$ cat src/rtl/fb_pixel_writer_if.sv
// Bus bundles for the frame buffer writer: the incoming pixel stream and
// the Avalon-MM burst write master towards the HPS SDRAM port.
interface fb_pixel_if;
  logic [31:0] pixel_data;
  logic        pixel_valid;
  logic        pixel_ready;

  modport master (output pixel_data, output pixel_valid, input pixel_ready);
  modport slave  (input pixel_data, input pixel_valid, output pixel_ready);
endinterface

interface fb_avmm_if;
  logic [28:0] address;
  logic [7:0]  burstcount;
  logic [63:0] writedata;
  logic [7:0]  byteenable;
  logic        write;
  logic        waitrequest;

  modport master (output address, output burstcount, output writedata,
                  output byteenable, output write, input waitrequest);
  modport slave  (input address, input burstcount, input writedata,
                  input byteenable, input write, output waitrequest);
endinterface

$ cat src/rtl/fb_pixel_writer.sv
// Packs 32-bit pixels two per 64-bit word into a FIFO and drains it into the
// SDRAM frame buffer with fixed-length Avalon write bursts.
//
// state   | meaning
// S_IDLE  | waiting for a full burst of words, or applying a pending restart
// S_BURST | issuing BURST_LENGTH back-to-back write beats at one address
module fb_pixel_writer #(
  parameter logic [29:0] ADDRESS      = 30'h3800_0000,
  parameter int          LENGTH_WORDS = 192000,
  parameter int          BURST_LENGTH = 16,
  parameter int          FIFO_DEPTH   = 32
) (
  input  logic       i_clock,
  input  logic       i_reset,
  input  logic       i_frame_start,
  fb_pixel_if.slave  pix,
  fb_avmm_if.master  avm,
  output logic       o_frame_done,
  output logic       o_busy
);

  localparam int AW = $clog2(FIFO_DEPTH);
  localparam int CW = $clog2(FIFO_DEPTH + 1);
  localparam logic [28:0]   BASE_WORD = {2'b00, ADDRESS[29:3]};
  localparam logic [29:0]   END_WORD  = {3'b000, ADDRESS[29:3]} + 30'(LENGTH_WORDS);
  localparam logic [CW-1:0] BL_C      = CW'(BURST_LENGTH);
  localparam logic [CW-1:0] DEPTH_C   = CW'(FIFO_DEPTH);

  typedef enum logic {S_IDLE, S_BURST} state_t;

  state_t r_state;
  state_t w_state_nxt;

  logic [63:0]   r_mem [FIFO_DEPTH];
  logic [AW-1:0] r_wr_ptr;
  logic [AW-1:0] r_rd_ptr;
  logic [CW-1:0] r_count;
  logic          r_half;
  logic [31:0]   r_pack_low;
  logic          r_start_pending;
  logic [28:0]   r_next_addr;
  logic [28:0]   r_addr;
  logic          r_write;
  logic [7:0]    r_beat;
  logic          r_frame_done;

  logic          w_ready;
  logic          w_accept;
  logic          w_push;
  logic          w_pop;
  logic          w_last_beat;
  logic          w_flush;
  logic          w_start;
  logic [29:0]   w_next_sum;

  // Reset gates ready combinationally so no pixel is taken while in reset.
  assign w_ready     = !i_reset && !r_start_pending && (r_count < DEPTH_C);
  assign w_accept    = pix.pixel_valid && w_ready;
  assign w_push      = w_accept && r_half;
  assign w_pop       = r_write && !avm.waitrequest;
  assign w_last_beat = w_pop && (r_beat == 8'(BURST_LENGTH - 1));
  assign w_next_sum  = {1'b0, r_next_addr} + 30'(BURST_LENGTH);

  assign pix.pixel_ready = w_ready;
  assign avm.address     = r_addr;
  assign avm.burstcount  = 8'(BURST_LENGTH);
  assign avm.byteenable  = 8'hFF;
  assign avm.write       = r_write;
  assign avm.writedata   = r_mem[r_rd_ptr];
  assign o_frame_done    = r_frame_done;
  assign o_busy          = (r_state == S_BURST) || (r_count != '0) || r_half;

  always_ff @(posedge i_clock) begin
    if (i_reset) r_state <= S_IDLE;
    else         r_state <= w_state_nxt;
  end

  always_comb begin
    w_state_nxt = r_state;
    w_flush     = 1'b0;
    w_start     = 1'b0;
    case (r_state)
      S_IDLE: begin
        if (r_start_pending) begin
          w_flush = 1'b1;
        end else if (r_count >= BL_C) begin
          w_start     = 1'b1;
          w_state_nxt = S_BURST;
        end
      end
      S_BURST: begin
        if (w_last_beat) w_state_nxt = S_IDLE;
      end
      default: w_state_nxt = S_IDLE;
    endcase
  end

  always_ff @(posedge i_clock) begin
    if (w_push) r_mem[r_wr_ptr] <= {pix.pixel_data, r_pack_low};
  end

  always_ff @(posedge i_clock) begin
    if (i_reset) begin
      r_wr_ptr        <= '0;
      r_rd_ptr        <= '0;
      r_count         <= '0;
      r_half          <= 1'b0;
      r_pack_low      <= '0;
      r_start_pending <= 1'b0;
      r_next_addr     <= BASE_WORD;
      r_addr          <= BASE_WORD;
      r_write         <= 1'b0;
      r_beat          <= '0;
      r_frame_done    <= 1'b0;
    end else begin
      r_frame_done <= 1'b0;

      if (i_frame_start) r_start_pending <= 1'b1;
      else if (w_flush)  r_start_pending <= 1'b0;

      // Flush only happens in IDLE with ready low, so no push/pop can collide.
      if (w_flush) begin
        r_wr_ptr    <= '0;
        r_rd_ptr    <= '0;
        r_count     <= '0;
        r_half      <= 1'b0;
        r_pack_low  <= '0;
        r_next_addr <= BASE_WORD;
      end else begin
        if (w_accept) begin
          r_half <= !r_half;
          if (!r_half) r_pack_low <= pix.pixel_data;
        end
        if (w_push) r_wr_ptr <= r_wr_ptr + AW'(1);
        if (w_pop)  r_rd_ptr <= r_rd_ptr + AW'(1);
        case ({w_push, w_pop})
          2'b10:   r_count <= r_count + CW'(1);
          2'b01:   r_count <= r_count - CW'(1);
          default: r_count <= r_count;
        endcase
      end

      if (w_start) begin
        r_write <= 1'b1;
        r_addr  <= r_next_addr;
        r_beat  <= '0;
      end else if (w_pop) begin
        r_beat <= r_beat + 8'd1;
        if (w_last_beat) begin
          r_write <= 1'b0;
          if (w_next_sum >= END_WORD) begin
            r_next_addr  <= BASE_WORD;
            r_frame_done <= 1'b1;
          end else begin
            r_next_addr <= w_next_sum[28:0];
          end
        end
      end
    end
  end

endmodule

$ cat src/flat_wrapper.sv
// flat-port wrapper written by rule: the top's interface ports become plain ports
module fb_pixel_writer_flat 
#(
  parameter logic [29:0] ADDRESS      = 30'h3800_0000,
  parameter int          LENGTH_WORDS = 192000,
  parameter int          BURST_LENGTH = 16,
  parameter int          FIFO_DEPTH   = 32
)
  (i_clock, i_reset, i_frame_start, o_frame_done, o_busy, pix_pixel_data, pix_pixel_valid, pix_pixel_ready, avm_address, avm_burstcount, avm_writedata, avm_byteenable, avm_write, avm_waitrequest);
  fb_pixel_if pix_i ();
  fb_avmm_if avm_i ();
  input  logic i_clock;
  input  logic i_reset;
  input  logic i_frame_start;
  output logic o_frame_done;
  output logic o_busy;
  input wire logic [$bits(pix_i.pixel_data)-1:0] pix_pixel_data;
  input wire logic [$bits(pix_i.pixel_valid)-1:0] pix_pixel_valid;
  output wire logic [$bits(pix_i.pixel_ready)-1:0] pix_pixel_ready;
  output wire logic [$bits(avm_i.address)-1:0] avm_address;
  output wire logic [$bits(avm_i.burstcount)-1:0] avm_burstcount;
  output wire logic [$bits(avm_i.writedata)-1:0] avm_writedata;
  output wire logic [$bits(avm_i.byteenable)-1:0] avm_byteenable;
  output wire logic [$bits(avm_i.write)-1:0] avm_write;
  input wire logic [$bits(avm_i.waitrequest)-1:0] avm_waitrequest;
  assign pix_i.pixel_data = pix_pixel_data;
  assign pix_i.pixel_valid = pix_pixel_valid;
  assign pix_pixel_ready = pix_i.pixel_ready;
  assign avm_address = avm_i.address;
  assign avm_burstcount = avm_i.burstcount;
  assign avm_writedata = avm_i.writedata;
  assign avm_byteenable = avm_i.byteenable;
  assign avm_write = avm_i.write;
  assign avm_i.waitrequest = avm_waitrequest;
  fb_pixel_writer #(.ADDRESS(ADDRESS), .LENGTH_WORDS(LENGTH_WORDS), .BURST_LENGTH(BURST_LENGTH), .FIFO_DEPTH(FIFO_DEPTH)) u_core (.i_clock(i_clock), .i_reset(i_reset), .i_frame_start(i_frame_start), .pix(pix_i), .avm(avm_i), .o_frame_done(o_frame_done), .o_busy(o_busy));
endmodule
$ cat config.mk
export PLATFORM = sky130hd
export DESIGN_NAME = fb_pixel_writer_flat
export DESIGN_NICKNAME = d
export VERILOG_FILES = /design/src/rtl/fb_pixel_writer_if.sv /design/src/rtl/fb_pixel_writer.sv /design/src/flat_wrapper.sv
export SDC_FILE = /design/constraint.sdc
export NUM_CORES = 2
export LEC_CHECK = 0
export BUFFER_PORTS_ARGS = -buffer_cell sky130_fd_sc_hd__buf_2
export CORE_ASPECT_RATIO = 2
export CORE_MARGIN = 2
export CORE_UTILIZATION = 50
export CTS_BUF_LIST = sky130_fd_sc_hd__clkbuf_4 sky130_fd_sc_hd__clkbuf_8 sky130_fd_sc_hd__clkbuf_16
export DETAILED_ROUTE_END_ITERATION = 7
export GPL_TIMING_DRIVEN = 0
export HOLD_SLACK_MARGIN = 0.06
export PLACE_DENSITY = 0.66
export SLEW_MARGIN = 25
export SYNTH_ARGS = -nofsm -noshare
export SYNTH_HDL_FRONTEND = slang
export SYNTH_SLANG_ARGS = --single-unit
$ cat constraint.sdc
create_clock -name i_clock -period 6.2 [get_ports i_clock]
set_clock_uncertainty 0.05 [all_clocks]
set_input_delay 1.24 -clock i_clock [delete_from_list [all_inputs] [get_ports i_clock]]
set_output_delay 1.24 -clock i_clock [all_outputs]
set_load 0.1 [all_outputs]
# After elaboration in Yosys (flattened, before gate mapping)
# Memories as Yosys holds them, arrays and structs flattened. A register that Yosys moved wholly into a read port is not among the register bits.
# Index checks and enable logic that the tools add are counted.
# Widths: inputs -> output; s select.
[classes]
n_addsub = 6
n_lt_le_gt_ge = 3
n_eq_ne = 3
muxes = 23
bitwise = 4
reduce_logical = 22
[ops]
columns = ["cell", "count"]
rows = [
  ["$mux 29", 5],
  ["$add 29x5->30 const B", 1],
  ["$ge 30x27->1 const B", 1],
  ["$mux 1", 14],
  ["$pmux 6 s2", 1],
  ["$add 5x1->5 const B", 2],
  ["$mux 5", 2],
  ["$add 8x1->8 const B", 1],
  ["$eq 8x4->1 const B", 1],
  ["$reduce_bool 2->1", 4],
  ["$add 6x1->6 const B", 1],
  ["$ge 6x5->1 const B", 1],
  ["$logic_and 1x1->1", 6],
  ["$lt 6x6->1 const B", 1],
  ["$reduce_bool 6->1", 1],
  ["$sub 6x1->6 const B", 1],
  ["$logic_not 1->1", 4],
  ["$not 1->1", 4],
  ["$reduce_and 2->1", 2],
  ["$reduce_or 2->1", 2],
  ["$reduce_or 4->1", 1],
  ["$eq 2x1->1 const B", 1],
  ["$eq 2x2->1 const B", 1],
  ["$logic_or 1x1->1", 2],
  ["$pmux 1 s2", 1],
]
[totals]
ff_bits = 119
mem_bits_rw = 2048
in_bits = 37
out_inout_bits = 113
word_cells = 74
mem_count = 1
[mem_list]
columns = ["name", "words", "width", "read_ports", "rd_clocked_by_memory_dff", "write_ports", "line_no", "source"]
rows = [
  ["u_core.r_mem", 32, 64, 1, 1, 1, "fb_pixel_writer.sv:34", "logic [63:0] r_mem [FIFO_DEPTH];"],
]

# Logic depth before layout (Yosys ltp)
[logic_depth]
word_depth = 7
depth_mapped = 14
ltp_nobuf = 13

# Worst setup path after synthesis
# OpenSTA, ideal clock, no wires.
[synth_timing]
kind = "input -> register"
from = "in i_reset"
to = "mem u_core.r_mem[15][0], enable pin"
setup_ns = 0.488
t_arrival_ns = 6.975
slack_ns = -1.312
stages = 5
path_buffers = 1
cell_sequence = "nor3_1 -> and3_1 -> clkbuf_1 -> nand2_1 -> nor2_1"
[synth_via]
elab_chain_len = 7
[synth_lines]
columns = ["element", "line_no", "source"]
rows = [
  ["start: declaration", "flat_wrapper.sv:13", "input logic i_reset;"],
  ["$logic_not 1->1", "fb_pixel_writer.sv:57", "assign w_ready = !i_reset && !r_start_pending && (r_count < DEPTH_C);"],
  ["$logic_and 1x1->1 (2 in series)", "fb_pixel_writer.sv:57", ""],
  ["$logic_and 1x1->1", "fb_pixel_writer.sv:58", "assign w_accept = pix.pixel_valid && w_ready;"],
  ["$logic_and 1x1->1", "fb_pixel_writer.sv:59", "assign w_push = w_accept && r_half;"],
  ["$mux 1", "fb_pixel_writer.sv:99", "if (w_push) r_mem[r_wr_ptr] <= {pix.pixel_data, r_pack_low};"],
  ["$mux 1 (not written as such)", "fb_pixel_writer.sv:99", ""],
  ["end: declaration", "fb_pixel_writer.sv:34", ""],
]
# No other way between the ends.

==> PnR_summary.wiki <==
{| class="wikitable"
! Metric !! Value
|-
| X dimension of the die || 292.0 microns
|-
| Power per cell area || 285.3 mW/mm^2
|-
| Unrepaired setup endpoints after global routing || false
|-
| Fillers || 11451
|-
| Count of unresolved DRC violations after routing || 0
|-
| Wirelength per Cell || 35.04 microns
|-
| Critical path peak fanout || 10
|-
| Crit path largest cell delay || 0.83 ns
|-
| Relative max-transition margin || 28.96%
|-
| Routed Wire Length || 224.2 mm
|-
| Number of enable flip-flop cells after synthesis || 2048
|-
| Syn Area/Cell || 22.83 sq um
|-
| Detailed Route Iter0 Violations || 4644
|-
| Peak supply drop || 0.0002284 V
|-
| Starting Density || 50.28%
|-
| Critical path arrival || 4.84 ns
|-
| Post-CTS Repair Setup Buffers || 0
|-
| Most common flop cell mapped by yosys || sky130_fd_sc_hd__edfxtp_1
|-
| Std-Cell Rows || 211
|-
| Number of max-cap violations || 0
|-
| Area added between synthesis and finish || 16.31%
|-
| Highest-count cells in the layout ignoring fill and taps || 2048 x sky130_fd_sc_hd__edfxtp_1, 640 x sky130_fd_sc_hd__mux4_2, 190 x sky130_fd_sc_hd__clkbuf_16, 171 x sky130_fd_sc_hd__buf_2, 155 x sky130_fd_sc_hd__nand2_1
|-
| TritonCTS clock tree || done
|-
| M1 wire length || 76.16 mm
|-
| Topmost layer with routed signal wires || met5
|-
| Number of global-route vias before repair || 41619
|-
| Via Count || 40715
|-
| Global-route wire length before repair || 314.0 mm
|-
| Commonest non-fill, non-tap cell in the layout || sky130_fd_sc_hd__edfxtp_1
|-
| Gr ovfl total || 0
|-
| Met2 routed WL || 120.4 mm
|-
| Post-synthesis instance area || 0.08297 sq mm
|-
| NumNets Final || 4179
|-
| Final Hold Fails || 0
|-
| Most area-consuming cells after synthesis || sky130_fd_sc_hd__edfxtp_1 74%, sky130_fd_sc_hd__mux4_2 17%, sky130_fd_sc_hd__dfxtp_1 3.0%
|-
| Count of distinct cell types in the synthesized netlist || 61
|-
| Vertical die dimension || 580.1 microns
|-
| Leakage || 0.03118 uW
|-
| Longest Clk Path Bufs || 4
|-
| Overall power || 27530 uW
|-
| Worst slack at placement || 0.6516 ns
|-
| CP endpoint kind || output port
|-
| Placer Congestion || 0.8352
|-
| PortBufs || 133
|-
| Share of layout cells above drive strength 1 || 34.57%
|-
| Antenna violation net count after detailed routing || 0
|-
| Final critical-path required period || 6.132 ns
|-
| Outcome || complete, no violations
|-
| Final period util || 98.90%
|-
| CTS HTree Levels || 4
|-
| Total die area || 0.1694 sq mm
|-
| CTS Root Cell || sky130_fd_sc_hd__clkbuf_16
|-
| Met3 WL post-DR || 15.80 mm
|-
| Proportion of netlist area held by the largest area contributor || 74.13%
|-
| Post-synth top area cell || sky130_fd_sc_hd__edfxtp_1
|-
| Worst setup slack after layout || 0.06837 ns
|-
| Number of sinks driven by the clock tree || 2172
|-
| Number of top-level pins || 150
|-
| Sequential fraction of the synthesis area || 77.12%
|-
| Non-filler instance count after layout || 6398
|-
| Post-synth ARST share || 0%
|-
| Total routing resource utilization after global routing || 26.66%
|-
| Clock transition time at the flip-flop clock pins of the worst setup and hold paths || 0.07 ns
|-
| Fmax || 0.1631 GHz
|-
| Critical path data required time || 4.91 ns
|-
| Pin count of the biggest net entering global routing || 34
|-
| Gate count after technology mapping || 3634
|-
| Register bit total from synthesis || 2172
|-
| Critical path startpoint category || register
|-
| Worst min-delay path category || reg -> reg
|-
| Initial antenna violation count || 9
|-
| Number of slew-limit violations in the final report || 0
|-
| Number of setup violations in the final report || 0
|-
| Placed Cells || 6071
|-
| Later-pin clock latency in the skew report || 0.84 ns
|-
| Hold-fix buffers at CTS || 0
|-
| Series of cell instances along the critical path || clkbuf_1 -> buf_1 -> clkbuf_1 -> mux4_2 -> mux4_2 -> mux2_2 -> buf_2
|-
| Via density || 6.364
|-
| Number of CTS-inserted buffers || 185
|-
| Cell with the biggest individual delay on the critical path || sky130_fd_sc_hd__buf_1
|-
| Std-Cell Core Area || 0.1650 sq mm
|-
| Accumulated negative setup slack || 0 ns
|-
| Slew at the pin with the worst max-slew slack || 1.066 ns
|-
| Placed wire-length estimate || 153.5 mm
|-
| YS warnings || 0
|-
| Critical path class || reg -> out
|-
| Length of the first detailed-routing pass in iterations || 7
|}
report_power, final:
group	internal, uW	total [uW]	switching, uW
logic	35.8	268	232
registers	16000	16000	64.6
clock network	6100	11200	5120
total	22100	27500	5420
cells in the mapped netlist (5+ instances only):
| master | count |
|---|---|
| sky130_fd_sc_hd__a21o_1 | 9 |
| sky130_fd_sc_hd__a21oi_1 | 80 |
| sky130_fd_sc_hd__and3_1 | 10 |
| sky130_fd_sc_hd__buf_1 | 50 |
| sky130_fd_sc_hd__buf_2 | 8 |
| sky130_fd_sc_hd__buf_4 | 16 |
| sky130_fd_sc_hd__clkbuf_1 | 137 |
| sky130_fd_sc_hd__dfxtp_1 | 124 |
| sky130_fd_sc_hd__edfxtp_1 | 2048 |
| sky130_fd_sc_hd__ha_1 | 13 |
| sky130_fd_sc_hd__inv_1 | 15 |
| sky130_fd_sc_hd__mux2_2 | 65 |
| sky130_fd_sc_hd__mux2i_1 | 5 |
| sky130_fd_sc_hd__mux4_2 | 640 |
| sky130_fd_sc_hd__nand2_1 | 155 |
| sky130_fd_sc_hd__nand2b_1 | 9 |
| sky130_fd_sc_hd__nand3_1 | 12 |
| sky130_fd_sc_hd__nand3b_1 | 6 |
| sky130_fd_sc_hd__nand4_1 | 10 |
| sky130_fd_sc_hd__nor2_1 | 84 |
| sky130_fd_sc_hd__nor3_1 | 8 |
| sky130_fd_sc_hd__nor3b_1 | 7 |
| sky130_fd_sc_hd__nor4_1 | 8 |
| sky130_fd_sc_hd__o21ai_0 | 19 |
| sky130_fd_sc_hd__o31ai_1 | 6 |
| sky130_fd_sc_hd__or3_1 | 6 |
| sky130_fd_sc_hd__xnor2_1 | 11 |
| sky130_fd_sc_hd__xor2_1 | 14 |
flip-flops by register name, summed over array words and instances, names as in the netlist, named ones only:
register	cells
u_core.avm.address	29
u_core.r_beat	8
u_core.avm.write	1
u_core.r_wr_ptr	5
u_core.r_start_pending	1
u_core.r_rd_ptr	5
u_core.r_count	6
u_core.r_pack_low	32
u_core.r_next_addr	29
u_core.r_state	1
u_core.o_frame_done	1
u_core.r_half	1
u_core.r_mem	2048
metal layers:
layer	up-vias	GRT usage, %
met5	-	0
met4	10	12.14
met3	515	3.926
met2	2035	47.85
met1	21873	31.69
li1	16282	-
logic make-up (layout without fill, tap and decap cells):
logic type,count (synthesis),count (layout),synth area share (%)
flip-flops,2172,2172,77.12
multiplexers,710,710,18.32
AND/OR/NAND/NOR,343,343,1.948
buffers and inverters,228,844,1.127
AO/OA/AOI/OAI,140,140,0.9984
XOR/XNOR,25,25,0.2639
adder cells (fa/ha/maj),14,14,0.2202
other,2,20,0.009052
per-stage QoR:
step / util, % / instance area (sq um) / hold slack, ns
2_1_floorplan: - / 83100 / 0.3771
3_3_place_gp: 52.38 / 86430 / 0.3922
3_5_place_dp: 54.95 / 90670 / 0.3934
4_1_cts: 58.45 / 96450 / 0.4084
5_1_grt: 58.48 / 96490 / 0.4271
6_report: 58.48 / 96500 / 0.4067
what timing repair did:
| item | 4_1_cts | 5_1_grt |
|---|---|---|
| gates resized for setup | 24 | 10 |
| endpoints found under the hold margin | 0 | 0 |
| endpoints found under the setup margin | 58 | 22 |
| gates cloned | 0 | 0 |
cell type report:
type / count / area (sq um) / area share, %
timing repair buffer: 294 / 4663 / 4.832
tap: 2130 / 2665 / 2.762
multi-input combinational: 1248 / 18350 / 19.01
sequential: 2172 / 64020 / 66.34
antenna: 4 / 10.01 / 0.01037
inverter: 15 / 56.30 / 0.05835
clock inverter: 84 / 519.2 / 0.5381
clock buffer: 239 / 5191 / 5.379
buffer: 212 / 1028 / 1.066
critical path: cells and delay by family, from the launching register on:
kind | cells | cell delay, ns
buf+inv | 4 | 2.40
mux | 3 | 1.29
flops | 1 | 0.31
final timing paths:
| check | startpoint | to | slack, ns | cells after the start |
|---|---|---|---|---|
| hold / removal | u_core.avm.address[13]$_SDFFE_PP0P_ | u_core.avm.address[13]$_SDFFE_PP0P_ | 0.41 | 2 |
| setup reg to reg | u_core.r_start_pending$_SDFFE_PP0P_ | u_core.r_mem[5][54]$_DFFE_PP_ | 2.45 | 9 |
| hold reg to reg | u_core.avm.address[13]$_SDFFE_PP0P_ | u_core.avm.address[13]$_SDFFE_PP0P_ | 0.41 | 2 |
| setup / recovery | register | avm_writedata[22] | 0.07 | 7 |
Power figures use the tool's default switching activity.
